File: config.mk
export PLATFORM = sky130hd
export DESIGN_NAME = bit_serializer
export DESIGN_NICKNAME = d
export VERILOG_FILES = /design/src/rtl/bit_serializer.sv
export SDC_FILE = /design/constraint.sdc
export NUM_CORES = 1
export LEC_CHECK = 0
export ABC_AREA = 1
export CAP_MARGIN = 20
export CORE_MARGIN = 1
export CORE_UTILIZATION = 25
export DETAILED_ROUTE_END_ITERATION = 10
export HOLD_SLACK_MARGIN = 0.12
export PLACE_DENSITY = 0.43
export RECOVER_POWER = 100
export SYNTH_ARGS = -nofsm -noshare
export SYNTH_HDL_FRONTEND = slang
export SYNTH_SLANG_ARGS = --single-unit
export TNS_END_PERCENT = 5
File: constraint.sdc
create_clock -name clk -period 3 [get_ports clk]
set_clock_uncertainty 0.15 [all_clocks]
set_input_delay 0.6 -clock clk [delete_from_list [all_inputs] [get_ports clk]]
set_output_delay 0.6 -clock clk [all_outputs]
set_load 0.02 [all_outputs]
File: src/rtl/bit_serializer.sv
// Parallel-to-serial front end: accepts WIDTH-bit words on a valid/ready handshake
// and shifts them out one bit per enabled clock, with a one-word holding buffer.
module bit_serializer #(
  parameter int   WIDTH      = 8,
  parameter bit   MSB_FIRST  = 1'b1,
  parameter logic IDLE_LEVEL = 1'b0
) (
  input  logic             clk,
  input  logic             rst_n,
  input  logic [WIDTH-1:0] in_data,
  input  logic             in_valid,
  output logic             in_ready,
  input  logic             en,
  output logic             serial_out,
  output logic             serial_valid,
  output logic             word_done,
  output logic             busy,
  output logic             state_dbg
);

  localparam int CNT_W = $clog2(WIDTH);
  localparam logic [CNT_W-1:0] CNT_LAST = CNT_W'(WIDTH - 1);

  typedef enum logic {IDLE = 1'b0, SHIFT = 1'b1} state_t;

  // Handshake: a word moves on any rising edge where in_valid & in_ready.
  // in_ready depends only on registered state, never on in_valid.

  state_t           state_q, state_d;
  logic [WIDTH-1:0] sreg_q, sreg_d;
  logic [CNT_W-1:0] cnt_q, cnt_d;
  logic [WIDTH-1:0] hold_q, hold_d;
  logic             hold_full_q, hold_full_d;

  logic             transfer;
  logic             is_shift;
  logic             last;
  logic [WIDTH-1:0] sreg_shifted;

  always_ff @(posedge clk or negedge rst_n) begin
    if (!rst_n) begin
      state_q     <= IDLE;
      sreg_q      <= '0;
      cnt_q       <= '0;
      hold_q      <= '0;
      hold_full_q <= 1'b0;
    end else begin
      state_q     <= state_d;
      sreg_q      <= sreg_d;
      cnt_q       <= cnt_d;
      hold_q      <= hold_d;
      hold_full_q <= hold_full_d;
    end
  end

  always_comb begin
    transfer    = in_valid & ~hold_full_q;
    is_shift    = (state_q == SHIFT);
    // Out-of-range count codes are folded into "last" so the word always ends.
    last        = is_shift & en & (cnt_q >= CNT_LAST);
    if (MSB_FIRST) begin
      sreg_shifted = {sreg_q[WIDTH-2:0], 1'b0};
    end else begin
      sreg_shifted = {1'b0, sreg_q[WIDTH-1:1]};
    end

    state_d     = state_q;
    sreg_d      = sreg_q;
    cnt_d       = cnt_q;
    hold_d      = hold_q;
    hold_full_d = hold_full_q;

    case (state_q)
      IDLE: begin
        if (transfer) begin
          sreg_d  = in_data;
          cnt_d   = '0;
          state_d = SHIFT;
        end
      end
      SHIFT: begin
        if (last) begin
          cnt_d = '0;
          if (hold_full_q) begin
            sreg_d      = hold_q;
            hold_full_d = 1'b0;
          end else if (transfer) begin
            sreg_d = in_data;
          end else begin
            state_d = IDLE;
          end
        end else begin
          if (en) begin
            sreg_d = sreg_shifted;
            cnt_d  = cnt_q + CNT_W'(1);
          end
          if (transfer) begin
            hold_d      = in_data;
            hold_full_d = 1'b1;
          end
        end
      end
      default: begin
        state_d     = IDLE;
        hold_full_d = 1'b0;
      end
    endcase
  end

  always_comb begin
    in_ready     = ~hold_full_q;
    serial_valid = is_shift;
    word_done    = last;
    busy         = is_shift | hold_full_q;
    state_dbg    = is_shift;
    if (is_shift) begin
      serial_out = MSB_FIRST ? sreg_q[WIDTH-1] : sreg_q[0];
    end else begin
      serial_out = IDLE_LEVEL;
    end
  end

endmodule

* After elaboration in Yosys (flattened, before gate mapping)
Index checks and enable logic that the tools add are counted.
** Storage, ports and cells
- Flip-flop bits (word level) :: 21
- Bits of input ports :: 12
- Output and inout bits :: 6
- Logic and storage cells :: 36
** Operators by class
- $add $sub $neg :: 1
- Magnitude comparators :: 1
- Equal/unequal tests :: 2
- Muxes and demuxes :: 16
- Bitwise logic cells :: 7
- Reductions and logical operators :: 4
** Operators by type and width (number)
- 8-bit two-way mux :: 4
- 8-bit one-hot mux with 2 select lines :: 1
- 3-bit two-way mux :: 3
- 1-bit two-way mux :: 6
- 3-bit one-hot mux with 2 select lines :: 1
- 2-bit AND reduction :: 2
- 3-bit by 1-bit adder with 3-bit output (second input constant) :: 1
- 1-bit AND :: 3
- 3-bit >= comparator (second input constant) :: 1
- 3-bit != test (second input constant) :: 1
- 1-bit inverter :: 3
- 3-bit AND reduction :: 1
- 2-bit != test (second input constant) :: 1
- 1-bit one-hot mux with 2 select lines :: 1
- 2-bit nonzero test :: 1
- 1-bit bitwise OR :: 1

* Logic depth before layout (Yosys ltp)
Gate-level depths: netlist of run 1.
- Depth in word-level cells :: 6
- Gate-level depth with buffers :: 11
- Gate-level depth less buffers :: 10

* Least setup slack after synthesis of run 1
OpenSTA, ideal clock, no wires.
- Kind :: reg2out
- Start :: register state_q (netlist: serial_valid)
- End :: output busy
- Arrival time :: 1.065 ns
- Required time :: 2.250 ns
- Slack :: 1.185 ns
- Stages on the path, launching flop included :: 5
- Cells stage by stage :: dfrtp_1 -> buf_6 -> inv_2 -> buf_2 -> nand2_1
** On the way
- Longest elaborated chain between the ends :: 1
** RTL lines
- from (decl) :: line 29 : state_t state_q, state_d;
- from (signal assigned) :: line 48 : state_q <= state_d;
- 1-bit bitwise OR :: line 114 : busy = is_shift | hold_full_q;
- to (decl) :: line 17 : output logic busy,
Every way passes these cells.

* Worst setup path after layout of run 1
- Start :: input en
- End :: output word_done
** On the way
- Longest elaborated chain between the ends :: 2
** RTL lines
- from (decl) :: line 13 : input logic en,
- 1-bit AND (2 in a row) :: line 60 : last = is_shift & en & (cnt_q >= CNT_LAST);
- to (decl) :: line 16 : output logic word_done,
Every way passes these cells.

==> flow_summary.toml, run 1 <==
[status]
outcome = "finished clean"

[worst_hold_path]
hold_class = "flip-flop to flip-flop"
hold_path.startpoint = "hold_q[4]$_DFFE_PN0P_"
whs_path_depth = 2
hold_end = "hold_q[4]$_DFFE_PN0P_"

[placed_design]
hpwl_um = 2160
gp_congestion = 0.7701
portBuffers = 17

[yosys]
synth_top_family_by_area = "simple AND/OR/NAND/NOR gates"
post_synth_num_cell_types = 22
ys_seq_area_share_pct = 39.55
synth.ff_latch_count = 21
avgSynthCellArea_um2 = 7.341
syn_area_um2 = 1329
synth_mux_area_share_pct = 0
syn-num-nets = 195
synthSimpleGateAreaFrac_pct = 36.06
synth.area.top_cells = "dfrtp_1 40%, nand2_1 16%, nand3_1 11%, inv_1 5.4%, nor2_1 3.1%"
yosys.area.top_type_share_pct = 39.55
ys_warn_count = 0
yosys.area_share.xor_xnor_pct = 0
synth_compound_area_share_pct = 9.605
synth.largest_area_cell = "dfrtp_1"
syn-instance-count = 181
synthAdderAreaFrac_pct = 1.883

[die]
rows = 26
core_area_um2 = 5107
dieArea_um2 = 5611
ios = 18
fp.dieW_um = 74.91
initial_utilization_pct = 26.02
fp.dieH_um = 74.91

[setup_path]
critPathSlowestCell = "clkdlybuf4s50_1"
reg2reg_setup_slack_ps = 680
critPathLaunchType = "primary input"
cp.arrival_ps = 2130
cp-end-kind = "output port"
reg2reg_from = "hold_full_q$_DFFE_PN0P_"
crit_type = "primary input to output port"
critPathMaxFanout = 12
cpPeakStageDelay_ps = 600
worstPathRequired_ps = 2250
crit_path_cell_trace = "clkdlybuf4s50_1 -> nand2_4 -> inv_4 -> nand2_8 -> inv_8 -> clkdlybuf4s50_1"
crit_family = "buffers and inverters"
cp_num_buf_inv = 4
reg2reg_to = "hold_q[1]$_DFFE_PN0P_"
reg2regPathDepth = 7
crit_top_cell = "clkdlybuf4s50_1"

[clocking]
root_buffer = "clkbuf_8"
htree_levels = 1
cts_hold_buf = 0
post_cts_resized = 0
cts.sinks = 21
clkTransAtPathRegs_ps = 80
clockBufferDepth = 2
cts_tree = "done"
cts_setup_buffers = 0
clock_latency_ps = 270
cts_buffers = 3

[sta]
setup_violations = 0
worst_pin_slew_ps = 1190
fin_setup_tns_ps = 0
slew_headroom_pct = 20.69
layout_worst_path_cycle_share_pct = 95.93
post-route-min-period_ps = 2878
maxClockFrequency_mhz = 347.5
finalMaxSlewViolations = 0
grt_setup_unrepaired = "no"
hold_violations = 0

[finish]
drive_above_1_share_pct = 6.633
multiInputGateArea_um2 = 606.8
fill_cells = 584
seq_area_um2 = 525.5
diodes = 0
area_growth_pct = 16.95
final_cell_mix = "60 x nand2_1, 29 x nand3_1, 21 x dfrtp_1, 20 x inv_1, 13 x o21ai_0"
final_util_pct = 30.43
final_common_cell = "nand2_1"
fin_nets = 211

[detailed_routing]
wirelength_um = 3027
drt_first_pass_iters = 4
avgViaCountPerCell = 4.177
post_drt_wl_per_cell_um = 11.38
vias = 1111
ant_nets = 0
drc = 0
dr.first_iter.drc_count = 66

[run]
max-cap-violations = 0

[power]
vdd_drop_max_mv = 0.2128
power_density_nw_per_um2 = 945.3
leakage_nw = 0.7663

[grt]
grt_overflow = 0
antenna_found_initial = 0
grt_pass1_wl_um = 5133
grt_pass1_vias = 1054
track_usage_pct = 12.45
grt_max_degree = 22
## metrics by stage
step                power [mW]  hold WS, ps  instance area [um2]  cells  setup slack, ps
floorplan                1.144        154.4                 1329    181             1185
global placement         1.349        312.0                 1534    262            137.7
detailed placement       1.336        313.4                 1534    262            118.6
CTS                      1.541        332.3                 1583    266            117.6
global route             1.629        365.0                 1554    266            57.63
finish                   1.469        327.5                 1554    266            122.1
## flip-flops by register name, indices dropped and copies added (netlist names)
register / cells
sreg_q: 8
hold_full_q: 1
serial_valid: 1
hold_q: 8
cnt_q: 3
## power by group
part / switching, mW / total [mW] / internal, mW / leakage (nW)
clock: 0.106 / 0.200 / 0.0940 / 0.0217
combinational: 0.455 / 0.735 / 0.280 / 0.491
sequential: 0.115 / 0.534 / 0.419 / 0.254
total: 0.676 / 1.47 / 0.793 / 0.766
## layout make-up
type                       count  share of cell area (%)
clock inverter                 1                  0.4831
multi-input combinational    128                   39.05
sequential                    21                   33.82
tap                           70                   5.636
timing repair buffer          20                   12.16
inverter                      23                   6.200
clock buffer                   3                   2.657
## Yosys cell counts
| master | count |
|---|---|
| nand2_8 | 1 |
| nand2_2 | 2 |
| o21ai_2 | 4 |
| inv_2 | 2 |
| nand2_1 | 58 |
| buf_4 | 1 |
| inv_4 | 1 |
| clkbuf_8 | 1 |
| a21oi_1 | 5 |
| dfrtp_1 | 21 |
| nor2_8 | 1 |
| buf_2 | 4 |
| ha_1 | 2 |
| o21ai_0 | 7 |
| nand2_4 | 2 |
| inv_1 | 19 |
| nor2_1 | 11 |
| buf_6 | 3 |
| o21ai_1 | 5 |
| inv_8 | 1 |
| a22oi_1 | 1 |
| nand3_1 | 29 |
## logic make-up (layout without fill, tap and decap cells)
logic type / count (synthesis) / count (layout)
simple gates: 104 / 104
buf+inv: 32 / 47
fa+ha+maj: 2 / 2
flops: 21 / 21
compound gates: 22 / 22
## per-layer routing
layer  wire length, um  global-route usage, %
met5                 0                      0
met2              1343                  19.72
met1              1585                  17.09
met3                62                  1.740
met4                35                  5.031
## worst max-delay path by stage
stage	start	endpoint	slack [ps]	cells after the start
2_1_floorplan	serial_valid$_DFF_PN0_	busy	1190	4
3_3_place_gp	en	word_done	140	6
3_5_place_dp	en	word_done	120	6
4_1_cts	en	word_done	120	6
5_1_grt	en	word_done	60	6
6_report	en	word_done	120	6
## worst register-to-register path: stages, from the launching register on
cell     delay, ps
dfrtp_1        450
inv_2          120
buf_4          230
nand2_1        340
inv_1          300
nand2_1        360
nand2_1        150
o21ai_0         90
Note: power is estimated with default switching activity, not from simulation.
==> run 2, diff against run 1 <==
Settings changed: CORE_UTILIZATION 25 to 40, PLACE_DENSITY 0.43 to 0.61.
==> run 2 against run 1 <==
  * Sequential power decreased by 0.7%
  * First-iteration DRC count shrank 50%
  * Routed wire length shrank 6.5%
  * Via count grew 6.2%
  * Sequential share of layout area increased by 1.4 points
  * Largest cell class unchanged
  * Setup slack better by 19 ps
  * Combinational power decreased by 1%
==> flow_summary.toml, run 2 (synthesized netlist as in run 1, its figures left out) <==
[detailed_routing]
dr.first_iter.drc_count = 33
avgViaCountPerCell = 4.937
vias = 1180
drt_first_pass_iters = 4
ant_nets = 0
wirelength_um = 2830
post_drt_wl_per_cell_um = 11.84
drc = 0

[clocking]
clkTransAtPathRegs_ps = 120
cts_buffers = 3
root_buffer = "clkbuf_4"
clock_latency_ps = 310
post_cts_resized = 0
cts_hold_buf = 0
cts_tree = "done"
clockBufferDepth = 2
cts.sinks = 21
cts_setup_buffers = 0
htree_levels = 1

[placed_design]
gp_congestion = 0.8173
hpwl_um = 1995
portBuffers = 17

[setup_path]
worstPathRequired_ps = 2250
crit_type = "primary input to output port"
critPathMaxFanout = 12
critPathLaunchType = "primary input"
reg2regPathDepth = 5
cp-end-kind = "output port"
cp.arrival_ps = 2110

[grt]
track_usage_pct = 18.99
grt_pass1_vias = 1197
grt_max_degree = 22
grt_pass1_wl_um = 5064
antenna_found_initial = 0
grt_overflow = 0

[power]
vdd_drop_max_mv = 0.3123
power_density_nw_per_um2 = 938.0
leakage_nw = 0.7507
fin_total_pwr_mw = 1.399

[sta]
slew_headroom_pct = 21.82
fin_setup_tns_ps = 0
layout_worst_path_cycle_share_pct = 95.29
maxClockFrequency_mhz = 349.8
finalMaxSlewViolations = 0
post-route-min-period_ps = 2859
grt_setup_unrepaired = "no"
hold_violations = 0
worst_pin_slew_ps = 1173
setup_violations = 0

[finish]
top_regs = "hold_q: 8 flops, sreg_q: 8 flops, cnt_q: 3 flops"
drive_above_1_share_pct = 5.641
fin_nets = 210
area_growth_pct = 12.24
final_common_cell = "nand2_1"
diodes = 0
final_cell_mix = "60 x nand2_1, 29 x nand3_1, 21 x dfrtp_1, 20 x inv_1, 14 x o21ai_0"

[worst_hold_path]
hold_class = "flip-flop to flip-flop"
whs_path_depth = 2

[run]
max-cap-violations = 0

[die]
ios = 18
dieArea_um2 = 3556
fp.dieW_um = 59.64
fp.dieH_um = 59.64
rows = 20
initial_utilization_pct = 42.82
core_area_um2 = 3103

[status]
outcome = "finished clean"
## run 2: report_power, final
part	internal, mW	switching (mW)
logic	0.272	0.454
registers	0.418	0.112
clock network	0.0520	0.0906
## run 2: path summary, 6_finish.rpt
kind | from | endpoint | slack (ps)
worst min register to register | hold_q[3]$_DFFE_PN0P_ | hold_q[3]$_DFFE_PN0P_ | 340
min in group asynchronous | rst_n | cnt_q[2]$_DFFE_PN0P_ | 880
worst max-delay path | en | word_done | 140
max in group asynchronous | rst_n | sreg_q[0]$_DFFE_PN0P_ | 1130
worst max register to register | hold_full_q$_DFFE_PN0P_ | hold_q[6]$_DFFE_PN0P_ | 490
worst min-delay path | hold_q[3]$_DFFE_PN0P_ | hold_q[3]$_DFFE_PN0P_ | 340
## run 2: metal layers
| metal | track usage (%) | up-vias | part of all wire [%] |
|---|---|---|---|
| met2 | 31.46 | 24 | 46 |
| met1 | 23.84 | 549 | 49 |
| met3 | 3.057 | 7 | 3.7 |
| met4 | 9.635 | 0 | 1.7 |
| met5 | 0 | - | 0 |
| li1 | - | 600 | - |
## run 2: cell type report
cell class / count / area (um2)
clock buffers: 4 / 26.28
inverters: 23 / 96.34
repair buffers: 19 / 181.4
flip-flops and latches: 21 / 525.5
fillers: 355 / 1612
well taps: 44 / 55.05
multi-input cells: 128 / 606.8
## run 2: worst max-delay path: stages
cell             delay, ps
clkdlybuf4s50_1        530
nand2_4                 70
inv_4                  100
nand2_8                 90
inv_8                  100
clkdlybuf4s50_1        610
## run 2: per-stage QoR
stage,hold WS (ps),area (um2),instances,setup WS [ps],util (%)
after floorplan,154.4,1329,181,1185,-
after global placement,310.7,1494,235,156.6,48.15
after detailed placement,317.5,1494,235,141.5,48.15
after CTS,347.3,1520,239,136.4,48.99
after global routing,379.9,1491,239,60.82,48.06
final,341.1,1491,239,141.2,48.06
